<file path="src/rtl/branch_target_unit_if.sv">
// Request/result handshake bundle for the branch target unit.
// The producer side (decode/nPC logic) uses master, the unit itself uses slave.
interface branch_target_unit_if #(
    parameter int ADDR_W = 32,
    parameter int CNT_W  = 16
);
    logic              in_flush;
    logic              in_valid;
    logic              in_ready;
    logic [ADDR_W-1:0] in_pc;
    logic [29:0]       in_disp;
    logic [1:0]        in_mode;
    logic              out_valid;
    logic              out_ready;
    logic [ADDR_W-1:0] out_target;
    logic              out_wrap;
    logic              out_misalign;
    logic [CNT_W-1:0]  out_count;

    modport master (
        output in_flush, in_valid, in_pc, in_disp, in_mode, out_ready,
        input  in_ready, out_valid, out_target, out_wrap, out_misalign, out_count
    );

    modport slave (
        input  in_flush, in_valid, in_pc, in_disp, in_mode, out_ready,
        output in_ready, out_valid, out_target, out_wrap, out_misalign, out_count
    );
endinterface

</file>
<file path="src/rtl/branch_target_unit.sv">
// Two-stage elastic SPARC branch/call target generator: PC + (sign-extended
// displacement << 2), with wrap/misalign flags and a saturating transfer counter.
module branch_target_unit #(
    parameter int ADDR_W = 32,
    parameter int CNT_W  = 16
) (
    input logic                 clk,
    input logic                 reset,
    branch_target_unit_if.slave bus
);
    localparam int EXT_W = ADDR_W - 2;

    function automatic logic signed [ADDR_W-1:0] make_offset(input logic [29:0] disp,
                                                              input logic [1:0]  mode);
        logic signed [EXT_W-1:0] ext;
        case (mode)
            2'b00:   ext = EXT_W'(signed'(disp[21:0]));
            2'b01:   ext = EXT_W'(signed'(disp[29:0]));
            2'b10:   ext = EXT_W'(signed'(disp[18:0]));
            default: ext = EXT_W'(signed'({disp[21:20], disp[13:0]}));
        endcase
        return {ext, 2'b00};
    endfunction

    function automatic logic [CNT_W-1:0] sat_inc(input logic [CNT_W-1:0] cnt);
        return (&cnt) ? cnt : cnt + 1'b1;
    endfunction

    // A negative offset always produces a carry unless it crosses below zero,
    // so the exact result escapes the address space when carry and sign disagree.
    function automatic logic wrap_flag(input logic carry, input logic sign);
        return carry ^ sign;
    endfunction

    logic                     vld_p1;
    logic [ADDR_W-1:0]        pc_p1;
    logic signed [ADDR_W-1:0] off_p1;
    logic                     mis_p1;
    logic                     vld_p2;
    logic [ADDR_W-1:0]        target_p2;
    logic                     wrap_p2;
    logic                     mis_p2;
    logic [CNT_W-1:0]         xfer_cnt;

    logic              s2_load;
    logic              s1_load;
    logic              in_take;
    logic              out_take;
    logic [ADDR_W:0]   sum_p1;

    assign s2_load      = !vld_p2 || bus.out_ready;
    assign s1_load      = !vld_p1 || s2_load;
    assign bus.in_ready = !bus.in_flush && s1_load;
    assign in_take      = bus.in_valid && bus.in_ready;
    assign out_take     = vld_p2 && bus.out_ready;
    assign sum_p1       = {1'b0, pc_p1} + {1'b0, off_p1};

    always_ff @(posedge clk or posedge reset) begin
        if (reset) begin
            vld_p1   <= 1'b0;
            vld_p2   <= 1'b0;
            xfer_cnt <= '0;
        end else begin
            if (out_take)
                xfer_cnt <= sat_inc(xfer_cnt);
            if (bus.in_flush) begin
                vld_p1 <= 1'b0;
                vld_p2 <= 1'b0;
            end else begin
                if (s2_load)
                    vld_p2 <= vld_p1;
                if (s1_load)
                    vld_p1 <= in_take;
            end
        end
    end

    always_ff @(posedge clk or posedge reset) begin
        if (reset) begin
            pc_p1     <= '0;
            off_p1    <= '0;
            mis_p1    <= 1'b0;
            target_p2 <= '0;
            wrap_p2   <= 1'b0;
            mis_p2    <= 1'b0;
        end else begin
            // Stage 1: capture PC, decoded offset and alignment
            if (in_take) begin
                pc_p1  <= bus.in_pc;
                off_p1 <= make_offset(bus.in_disp, bus.in_mode);
                mis_p1 <= |bus.in_pc[1:0];
            end
            // Stage 2: add and flag; holds while the consumer stalls
            if (s2_load && vld_p1 && !bus.in_flush) begin
                target_p2 <= sum_p1[ADDR_W-1:0];
                wrap_p2   <= wrap_flag(sum_p1[ADDR_W], off_p1[ADDR_W-1]);
                mis_p2    <= mis_p1;
            end
        end
    end

    assign bus.out_valid    = vld_p2;
    assign bus.out_target   = target_p2;
    assign bus.out_wrap     = wrap_p2;
    assign bus.out_misalign = mis_p2;
    assign bus.out_count    = xfer_cnt;
endmodule

</file>
<file path="src/flat_wrapper.sv">
// flat-port wrapper written by rule: the top's interface ports become plain ports
module branch_target_unit_flat 
#(
    parameter int ADDR_W = 32,
    parameter int CNT_W  = 16
)
  (clk, reset, bus_in_flush, bus_in_valid, bus_in_pc, bus_in_disp, bus_in_mode, bus_out_ready, bus_in_ready, bus_out_valid, bus_out_target, bus_out_wrap, bus_out_misalign, bus_out_count);
  branch_target_unit_if #(.ADDR_W(ADDR_W), .CNT_W(CNT_W)) bus_i ();
  input logic clk;
  input logic reset;
  input wire logic [$bits(bus_i.in_flush)-1:0] bus_in_flush;
  input wire logic [$bits(bus_i.in_valid)-1:0] bus_in_valid;
  input wire logic [$bits(bus_i.in_pc)-1:0] bus_in_pc;
  input wire logic [$bits(bus_i.in_disp)-1:0] bus_in_disp;
  input wire logic [$bits(bus_i.in_mode)-1:0] bus_in_mode;
  input wire logic [$bits(bus_i.out_ready)-1:0] bus_out_ready;
  output wire logic [$bits(bus_i.in_ready)-1:0] bus_in_ready;
  output wire logic [$bits(bus_i.out_valid)-1:0] bus_out_valid;
  output wire logic [$bits(bus_i.out_target)-1:0] bus_out_target;
  output wire logic [$bits(bus_i.out_wrap)-1:0] bus_out_wrap;
  output wire logic [$bits(bus_i.out_misalign)-1:0] bus_out_misalign;
  output wire logic [$bits(bus_i.out_count)-1:0] bus_out_count;
  assign bus_i.in_flush = bus_in_flush;
  assign bus_i.in_valid = bus_in_valid;
  assign bus_i.in_pc = bus_in_pc;
  assign bus_i.in_disp = bus_in_disp;
  assign bus_i.in_mode = bus_in_mode;
  assign bus_i.out_ready = bus_out_ready;
  assign bus_in_ready = bus_i.in_ready;
  assign bus_out_valid = bus_i.out_valid;
  assign bus_out_target = bus_i.out_target;
  assign bus_out_wrap = bus_i.out_wrap;
  assign bus_out_misalign = bus_i.out_misalign;
  assign bus_out_count = bus_i.out_count;
  branch_target_unit #(.ADDR_W(ADDR_W), .CNT_W(CNT_W)) u_core (.clk(clk), .reset(reset), .bus(bus_i));
endmodule
</file>
<file path="config.mk">
export PLATFORM = sky130hd
export DESIGN_NAME = branch_target_unit_flat
export DESIGN_NICKNAME = d
export VERILOG_FILES = /design/src/rtl/branch_target_unit_if.sv /design/src/rtl/branch_target_unit.sv /design/src/flat_wrapper.sv
export SDC_FILE = /design/constraint.sdc
export NUM_CORES = 1
export LEC_CHECK = 0
export ABC_AREA = 1
export BUFFER_PORTS_ARGS = -buffer_cell sky130_fd_sc_hd__buf_4
export CORE_MARGIN = 2
export CORE_UTILIZATION = 55
export CTS_BUF_LIST = sky130_fd_sc_hd__clkbuf_8
export DETAILED_ROUTE_END_ITERATION = 12
export HOLD_SLACK_MARGIN = 0.15
export PLACE_DENSITY_LB_ADDON = 0.25
export SETUP_SLACK_MARGIN = 0.2
export SLEW_MARGIN = 20
export SYNTH_ARGS = -nofsm -noshare
export SYNTH_HDL_FRONTEND = slang
export SYNTH_SLANG_ARGS = --single-unit
export TNS_END_PERCENT = 30
</file>
<file path="constraint.sdc">
create_clock -name clk -period 10.9 [get_ports clk]
set_input_delay 3.27 -clock clk [delete_from_list [all_inputs] [get_ports clk]]
set_output_delay 3.27 -clock clk [all_outputs]
set_load 0.02 [all_outputs]
</file>
== Yosys cells after proc, flatten, opt, wreduce, memory -nomap -nowiden ==
Cells that the tools add are included.
Word-level totals
  bits in registers: 115
  memories kept: 0
  logic and storage cells: 36
  bits in writable memories: 0
  latch bits: 0
  ROM bits: 0
  output and inout port bits: 52
Cells by class
  multipliers: 0
  bitwise gates (word level): 2
  muxes and demuxes: 5
  magnitude comparators: 0
  shifts and indexed selects: 0
  div/mod/pow operators: 0
  equal/unequal tests: 2
  reduce and logical (&&, ||, !) cells: 16
  $add $sub $neg: 2
Operator list (count)
  $pmux W30 S3: 1
  $add A32 B32 Y33: 1
  $add A16 B1 Y16 const B: 1
  $reduce_and A16 Y1: 1
  $logic_and A1 B1 Y1: 5
  $mux W1: 4
  $reduce_bool A2 Y1: 2
  $logic_not A1 Y1: 3
  $eq A2 B1 Y1 const B: 1
  $eq A2 B2 Y1 const B: 1
  $logic_not A2 Y1: 1
  $logic_or A1 B1 Y1: 2
  $reduce_and A2 Y1: 1
  $reduce_or A2 Y1: 1
  $not A1 Y1: 1
  $xor A1 B1 Y1: 1

== Logic depth before layout (Yosys ltp) ==
Gate-level depths: netlist (run 1).
  depth after elaboration: 7
  mapped depth: 13
  mapped depth without buffers: 13

== Worst setup path after synthesis (run 1) ==
Ideal clock, no wire load.
  kind: input to output
  start point: input port bus_out_ready
  end point: output port bus_in_ready
  stages: 5
  path slack: 3.881 ns
  arrival time: 3.749 ns
  cells stage by stage: nor2_1 > inv_2 > nor2_1 > or2_1 > inv_2
Between the ends
  cells in the longest elaborated chain, start to end: 3
Ends and longest elaborated chain
  from (decl): RTL line flat_wrapper.sv:16  | input wire logic [$bits(bus_i.out_ready)-1:0] bus_out_ready;
  $logic_or A1 B1 Y1: RTL line branch_target_unit.sv:51  | assign s2_load = !vld_p2 || bus.out_ready;
  $logic_or A1 B1 Y1: RTL line branch_target_unit.sv:52  | assign s1_load = !vld_p1 || s2_load;
  $logic_and A1 B1 Y1: RTL line branch_target_unit.sv:53  | assign bus.in_ready = !bus.in_flush && s1_load;
  to (decl): RTL line flat_wrapper.sv:17  | output wire logic [$bits(bus_i.in_ready)-1:0] bus_in_ready;
No other way between the ends.

== Final worst setup path (run 1) ==
Ends and elaborated chain as after synthesis.

==> metrics.md, run 1 <==
| Metric | Value |
|---|---|
| Drt wl/cell | 12.6 µm |
| Tightest Pin Transition | 0.751 ns |
| Total gr overflow | 0 |
| Post-synthesis mux area share | 0% |
| Layout overhead on the synthesized area | 19.9% |
| DIE HEIGHT | 117 µm |
| Status | complete, no violations |
| Post-CTS sizing | 0 |
| CTS sink count | 115 |
| Crit path DAT | 3.98 ns |
| Pwr/cell area | 187 nW/µm² |
| Detail Route Antenna Nets | 0 |
| Width of the die | 117 µm |
| Seq pwr share | 37.2% |
| Largest family of logic cells by synthesized area | simple AND/OR/NAND/NOR gates |
| DIE AREA | 13,600 µm² |
| Sequential-to-total area share from yosys stat | 41.2% |
| Vias in the first global route | 5,822 |
| Post-cts hold buffer count | 0 |
| Register area | 2880 µm² |
| MaxCap Viol Count | 0 |
| Post-Synth Simple-Gate Area | 32.7% |
| Slew Limit Fails | 0 |
| CTS Root Cell | clkbuf_8 |
| HP Class | reg2reg |
| CTS tree | yes |
| Worst setup EP type | output port |
| Worst-Skew Late Latency | 0.45 ns |
| Switching part of the total | 38.1% |
| Layout cells sized above 1 | 15.8% |
| Clock power share | 24.6% |
| DR vias | 6,339 |
| GPL Wtd Cong | 0.959 |
| Primary FF master, synth | dfrtp_1 |
| Asr flop ratio synth | 100% |
| Max IR drop VDD | 0.0000736 V |
| Clock buffer count from CTS | 17 |
| Count of final setup violators | 0 |
| Syn Nets | 1,070 |
| Cell Area, Placed | 7980 µm² |
| Fin crit period | 7.25 ns |
| Maximum clock path buffer count | 2 |
| LEAKAGE | 4.72 nW |
| IO Pins | 121 |
| Psw | 0.597 mW |
| Comb pwr share | 38.2% |
| Routed wire length | 16.1 mm |
| Unrepaired setup endpoints after global routing | false |
| Total power | 1.57 mW |
| Crit path launch type | input port |
| Area of the mapped netlist | 6980 µm² |
| Synth Area in XOR/XNOR | 3.14% |
| Initial Utilization | 55.7% |
| Power Internal | 0.970 mW |
| Largest net degree at the start of global routing | 64 |
| Clock slew seen by the registers of the worst setup and hold paths | 0.06 ns |
| # DRC | 0 |
| Vias/cell | 4.97 |
| Worst relative slew slack | 50.0% |
| Final Instance Area | 8370 µm² |
| Fin Setup TNS | 0 ns |
| Compound-gate portion of the synthesized area | 8.05% |
| Initial antenna violation count | 0 |
| Hpwl dp | 12.4 mm |
| Ant. Diodes | 0 |
| H-tree Lvls | 4 |
| Crit path kind | in2out |
| Row Count | 41 |
| Post-Route Skew | 0.0118 ns |
| #FFs+latches synth | 115 |
| Fill cells | 1,137 |
| CP max FO | 4 |
| Initial detailed-routing violation count | 558 |
| Multi-input gate area | 3470 µm² |
| Post-synth EDFFs | 0 |
| Post-CTS setup buffers | 0 |
| Nets | 1,192 |
| Peak Freq | 138 MHz |
| Cells after synthesis | 969 |
| Unique masters post-synth | 40 |
| First-pass GRT wire length | 26.8 mm |
| Worst EP required | 7.63 ns |
| DRT Pass-1 Iters | 6 |
| Syn. warnings | 0 |
| Adder-cell share of the synthesized area | 5.85% |
| Fin. Hold Viols | 0 |
| Final period util | 66.5% |
| Port Buffers | 120 |
| Core Box Area | 12,500 µm² |
| Syn avg cell area | 7.20 µm² |
| Aggregate global-route resource usage | 25.5% |
## power groups by stage
stage          Combinational (mW)  Clock (mW)  Sequential (mW)
2_1_floorplan               0.329           0            0.644
3_3_place_gp                0.586           0            0.587
3_5_place_dp                0.595           0            0.590
4_1_cts                     0.598       0.394            0.584
5_1_grt                     0.672       0.411            0.595
6_report                    0.598       0.386            0.584
## cells by family (layout without fill, tap and decap cells)
logic type / count (synthesis) / count (layout)
compound gates: 84 / 84
xor+xnor: 25 / 25
fa+ha+maj: 32 / 32
buf+inv: 151 / 285
flops: 115 / 115
simple gates: 562 / 562
## cell usage in the layout, fill, tap and decap left out, types with 20 or more instances in the layout
master,instances
nand2_1,426
inv_1,126
buf_4,122
dfrtp_1,115
nand3_1,55
nor2_1,54
ha_1,31
o21ai_0,26
a21oi_1,24
clkbuf_8,20
## critical path, stage by stage
cell	delay [ns]
buf_4	0.10
nor2_1	0.05
inv_2	0.07
nor2_1	0.04
or2_1	0.21
inv_2	0.10
buf_4	0.15
## per-layer routing
metal  part of all wire, %  global-route usage, %  up-vias  wire (µm)
met5                     0                      0        -          0
met4                   2.2                   9.73        0        354
met3                   6.2                   4.98       29       1000
met2                    42                   38.5      202       6800
met1                    49                   36.5     2839       7970
li1                      -                      -     3269          -
## synthesized netlist by cell type (9+ instances only)
master / count / share of area (%)
o21ai_0: 26 / 1.9
a211oi_1: 10 / 1.1
dfrtp_1: 115 / 41
nand3_1: 55 / 3.9
nand4_1: 9 / 0.81
inv_1: 127 / 6.8
a2bb2oi_2: 9 / 1.9
nor2_1: 54 / 2.9
xnor2_1: 17 / 2.1
a21oi_1: 24 / 1.7
nand2_1: 426 / 23
ha_1: 31 / 5.6
## sequential cells by signal, indices dropped and copies added (netlist names), 16 cells and up
name and flops:
u_core.bus.out_count 16, u_core.bus.out_target 32, u_core.off_p1 30, u_core.pc_p1 32
## final timing paths
check	from	endpoint	cells past startpoint	slack (ns)
setup / recovery	bus_out_ready	bus_in_ready	7	3.65
min in group asynchronous	reset	u_core.bus.out_count[15]$_DFFE_PP0P_	2	2.92
setup reg to reg	u_core.off_p1[2]$_DFFE_PP0P_	u_core.bus.out_target[22]$_DFFE_PP0P_	13	8.73
hold reg to reg	u_core.bus.out_target[23]$_DFFE_PP0P_	u_core.bus.out_target[23]$_DFFE_PP0P_	2	0.48
max in group asynchronous	reset	u_core.off_p1[10]$_DFFE_PP0P_	3	6.77
hold / removal	u_core.bus.out_target[23]$_DFFE_PP0P_	u_core.bus.out_target[23]$_DFFE_PP0P_	2	0.48
## final cells by class
type	instances	area share (%)
clock buffers	20	3.29
clock inverters	11	1.32
inverters	132	6.04
flip-flops and latches	115	34.4
repair buffers	122	10.9
multi-input cells	703	41.5
well taps	172	2.57
## through the flow
stage / hold slack (ns) / util (%) / setup slack, ns / instances
global route: 0.508 / 66.9 / 3.60 / 1275
CTS: 0.489 / 66.9 / 3.65 / 1275
detailed placement: 0.472 / 63.8 / 3.65 / 1244
finish: 0.484 / 66.9 / 3.65 / 1275
floorplan: 0.453 / - / 3.88 / 969
global placement: 0.465 / 63.8 / 3.66 / 1244
(Power assumes the default switching activity.)
==> inputs of run 2 (changes only) <==
--- a/config.mk
+++ b/config.mk
@@ -5,7 +5,7 @@
 export SDC_FILE = /design/constraint.sdc
 export NUM_CORES = 1
 export LEC_CHECK = 0
-export ABC_AREA = 1
+export ABC_AREA = 0
 export BUFFER_PORTS_ARGS = -buffer_cell sky130_fd_sc_hd__buf_4
 export CORE_MARGIN = 2
 export CORE_UTILIZATION = 55
==> constraint.sdc (replaced) <==
create_clock -name clk -period 7.6 [get_ports clk]
set_input_delay 2.28 -clock clk [delete_from_list [all_inputs] [get_ports clk]]
set_output_delay 2.28 -clock clk [all_outputs]
set_load 0.02 [all_outputs]
==> run 2 against run 1 <==
Clock skew fell by 0.0013 ns. Sequential share of layout area increased by 3.6 points. Combinational power up 44%. Clock power is 27% higher. Utilization rose by 2.4 points. Via count is 19% lower. First-iteration DRC count is 24% lower. Sequential cell count did not move. Cell count is 31% lower. Sequential power grew 45%. Critical endpoint unchanged.
==> metrics.md, run 2 <==
| Metric | Value |
|---|---|
| Aggregate global-route resource usage | 24.2% |
| Synth top cells by count | 115 x dfrtp_1, 86 x nand2_1, 47 x mux2_2 |
| Slew Limit Fails | 0 |
| Worst hold slack | 0.471 ns |
| Syn Nets | 717 |
| Asr flop ratio synth | 100% |
| Port Buffers | 120 |
| Largest net degree at the start of global routing | 81 |
| Area of the mapped netlist | 6230 µm² |
| Hpwl dp | 10.5 mm |
| Commonest cells after routing, fill and taps aside | 124 x buf_4, 115 x dfrtp_1, 85 x nand2_1, 47 x mux2_2, 41 x a21oi_1 |
| Multi-input gate area | 3220 µm² |
| Routed wire length | 14.2 mm |
| Peak Freq | 190 MHz |
| Fin crit period | 5.25 ns |
| Crit path kind | in2out |
| H-tree Lvls | 4 |
| Post-CTS setup buffers | 0 |
| GPL Wtd Cong | 0.893 |
| Syn. warnings | 0 |
| #FFs+latches synth | 115 |
| Worst-Skew Late Latency | 0.43 ns |
| Initial Utilization | 57.0% |
| Dominant cell type by area after synthesis | dfrtp_1 |
| Unrepaired setup endpoints after global routing | false |
| Drt wl/cell | 16.1 µm |
| CTS sink count | 115 |
| Final std cells w/o fill | 883 |
| Row Count | 38 |
| MaxCap Viol Count | 0 |
| Crit path launch type | input port |
| Top-count cell post-synth | dfrtp_1 |
| Clock slew seen by the registers of the worst setup and hold paths | 0.06 ns |
| Cells after synthesis | 616 |
| Ant. Diodes | 0 |
| CP max FO | 5 |
| Count of final setup violators | 0 |
| Layout cells sized above 1 | 28.1% |
| DIE HEIGHT | 110 µm |
| Post-Route Skew | 0.0105 ns |
| Pwr/cell area | 289 nW/µm² |
| Synth area leaders | dfrtp_1 46%, mux2_2 8.5%, ha_1 6.2% |
| Syn avg cell area | 10.1 µm² |
| Width of the die | 110 µm |
| Worst relative slew slack | 40.5% |
| Tightest Pin Transition | 0.893 ns |
| HP Class | reg2reg |
| LEAKAGE | 3.61 nW |
| Vias/cell | 5.79 |
| CTS Root Cell | clkbuf_8 |
| Worst setup EP type | output port |
| Primary FF master, synth | dfrtp_1 |
| Status | complete, no violations |
| Clock buffer count from CTS | 17 |
| Initial detailed-routing violation count | 422 |
| CTS tree | yes |
| Crit path DAT | 2.97 ns |
| Fin. Hold Viols | 0 |
| Detail Route Antenna Nets | 0 |
| Initial antenna violation count | 0 |
| Post-CTS sizing | 0 |
| Core Box Area | 10,900 µm² |
| Sequential-to-total area share from yosys stat | 46.2% |
| Layout overhead on the synthesized area | 21.6% |
| Maximum clock path buffer count | 2 |
| Vias in the first global route | 5,155 |
| First-pass GRT wire length | 24.3 mm |
| Total gr overflow | 0 |
| Post-synth top area share | 46.2% |
| Fin Setup TNS | 0 ns |
| Commonest non-fill, non-tap cell in the layout | buf_4 |
| Unique masters post-synth | 55 |
| Placed Cells | 854 |
| Register area | 2880 µm² |
| Fill cells | 854 |
| Nets | 834 |
| IO Pins | 121 |
| # DRC | 0 |
| DR vias | 5,109 |
| Worst EP required | 5.32 ns |
| Final period util | 69.1% |
| Max IR drop VDD | 0.000181 V |
| DIE AREA | 12,200 µm² |
| DRT Pass-1 Iters | 5 |
| Post-cts hold buffer count | 0 |
| Post-synth EDFFs | 0 |
[run 2: cell type report]
class	instances	area share (%)
Clock inverter	10	0.941
Multi-Input combinational cell	464	42.5
Timing Repair Buffer	124	12.3
Clock buffer	19	3.45
Inverter	11	0.578
Tap cell	140	2.31
Sequential cell	115	38.0
[run 2: cells by family (layout without fill, tap and decap cells)]
kind of cell	Yosys count	in the layout	synth area share, %
adders and majority gates	32	32	6.55
DFF	115	115	46.2
xor gates and xnor gates	34	34	4.78
AOI/OAI and AO/OA	161	161	17.1
buffers and inverters	37	164	2.23
muxes	50	50	8.98
and+or+nand+nor	187	187	14.2
[run 2: through the flow]
stage               instance area (µm²)  worst slack [ns]  total power, mW  utilization, %
finish                             7580              2.35             2.19            69.3
global route                       7580              2.25             2.34            69.3
CTS                                7580              2.36             2.20            69.3
detailed placement                 7240              2.36             1.71            66.2
global placement                   7240              2.39             1.68            66.2
floorplan                          6230              2.28             1.40               -
[run 2: critical path, stage by stage]
cell	delay, ns
buf_4	0.11
nor2b_1	0.25
a21oi_1	0.15
buf_4	0.18
[run 2: path summary, 6_finish.rpt]
| path | to | slack (ns) | from | cells past startpoint |
|---|---|---|---|---|
| max | bus_in_ready | 2.35 | bus_out_ready | 4 |
| min | u_core.bus.out_misalign$_DFFE_PP0P_ | 0.47 | u_core.mis_p1$_DFFE_PP0P_ | 2 |
| max reg2reg | u_core.bus.out_target[28]$_DFFE_PP0P_ | 4.72 | u_core.off_p1[2]$_DFFE_PP0P_ | 10 |
| min reg2reg | u_core.bus.out_misalign$_DFFE_PP0P_ | 0.47 | u_core.mis_p1$_DFFE_PP0P_ | 2 |
| max in group asynchronous | u_core.bus.out_target[30]$_DFFE_PP0P_ | 4.37 | reset | 3 |
| min in group asynchronous | u_core.bus.out_target[5]$_DFFE_PP0P_ | 1.92 | reset | 2 |
[run 2: metal layers]
| layer | share of wire (%) | track usage [%] |
|---|---|---|
| met4 | 1.1 | 7.42 |
| met1 | 45 | 31.3 |
| met2 | 48 | 40.0 |
| met3 | 5.2 | 6.48 |
| met5 | 0 | 0 |
[run 2: where the power goes]
group | switching [mW] | leakage, nW | internal [mW]
clock | 0.228 | 0.190 | 0.262
combinational | 0.487 | 2.02 | 0.372
sequential | 0.0948 | 1.40 | 0.749
total | 0.810 | 3.61 | 1.38
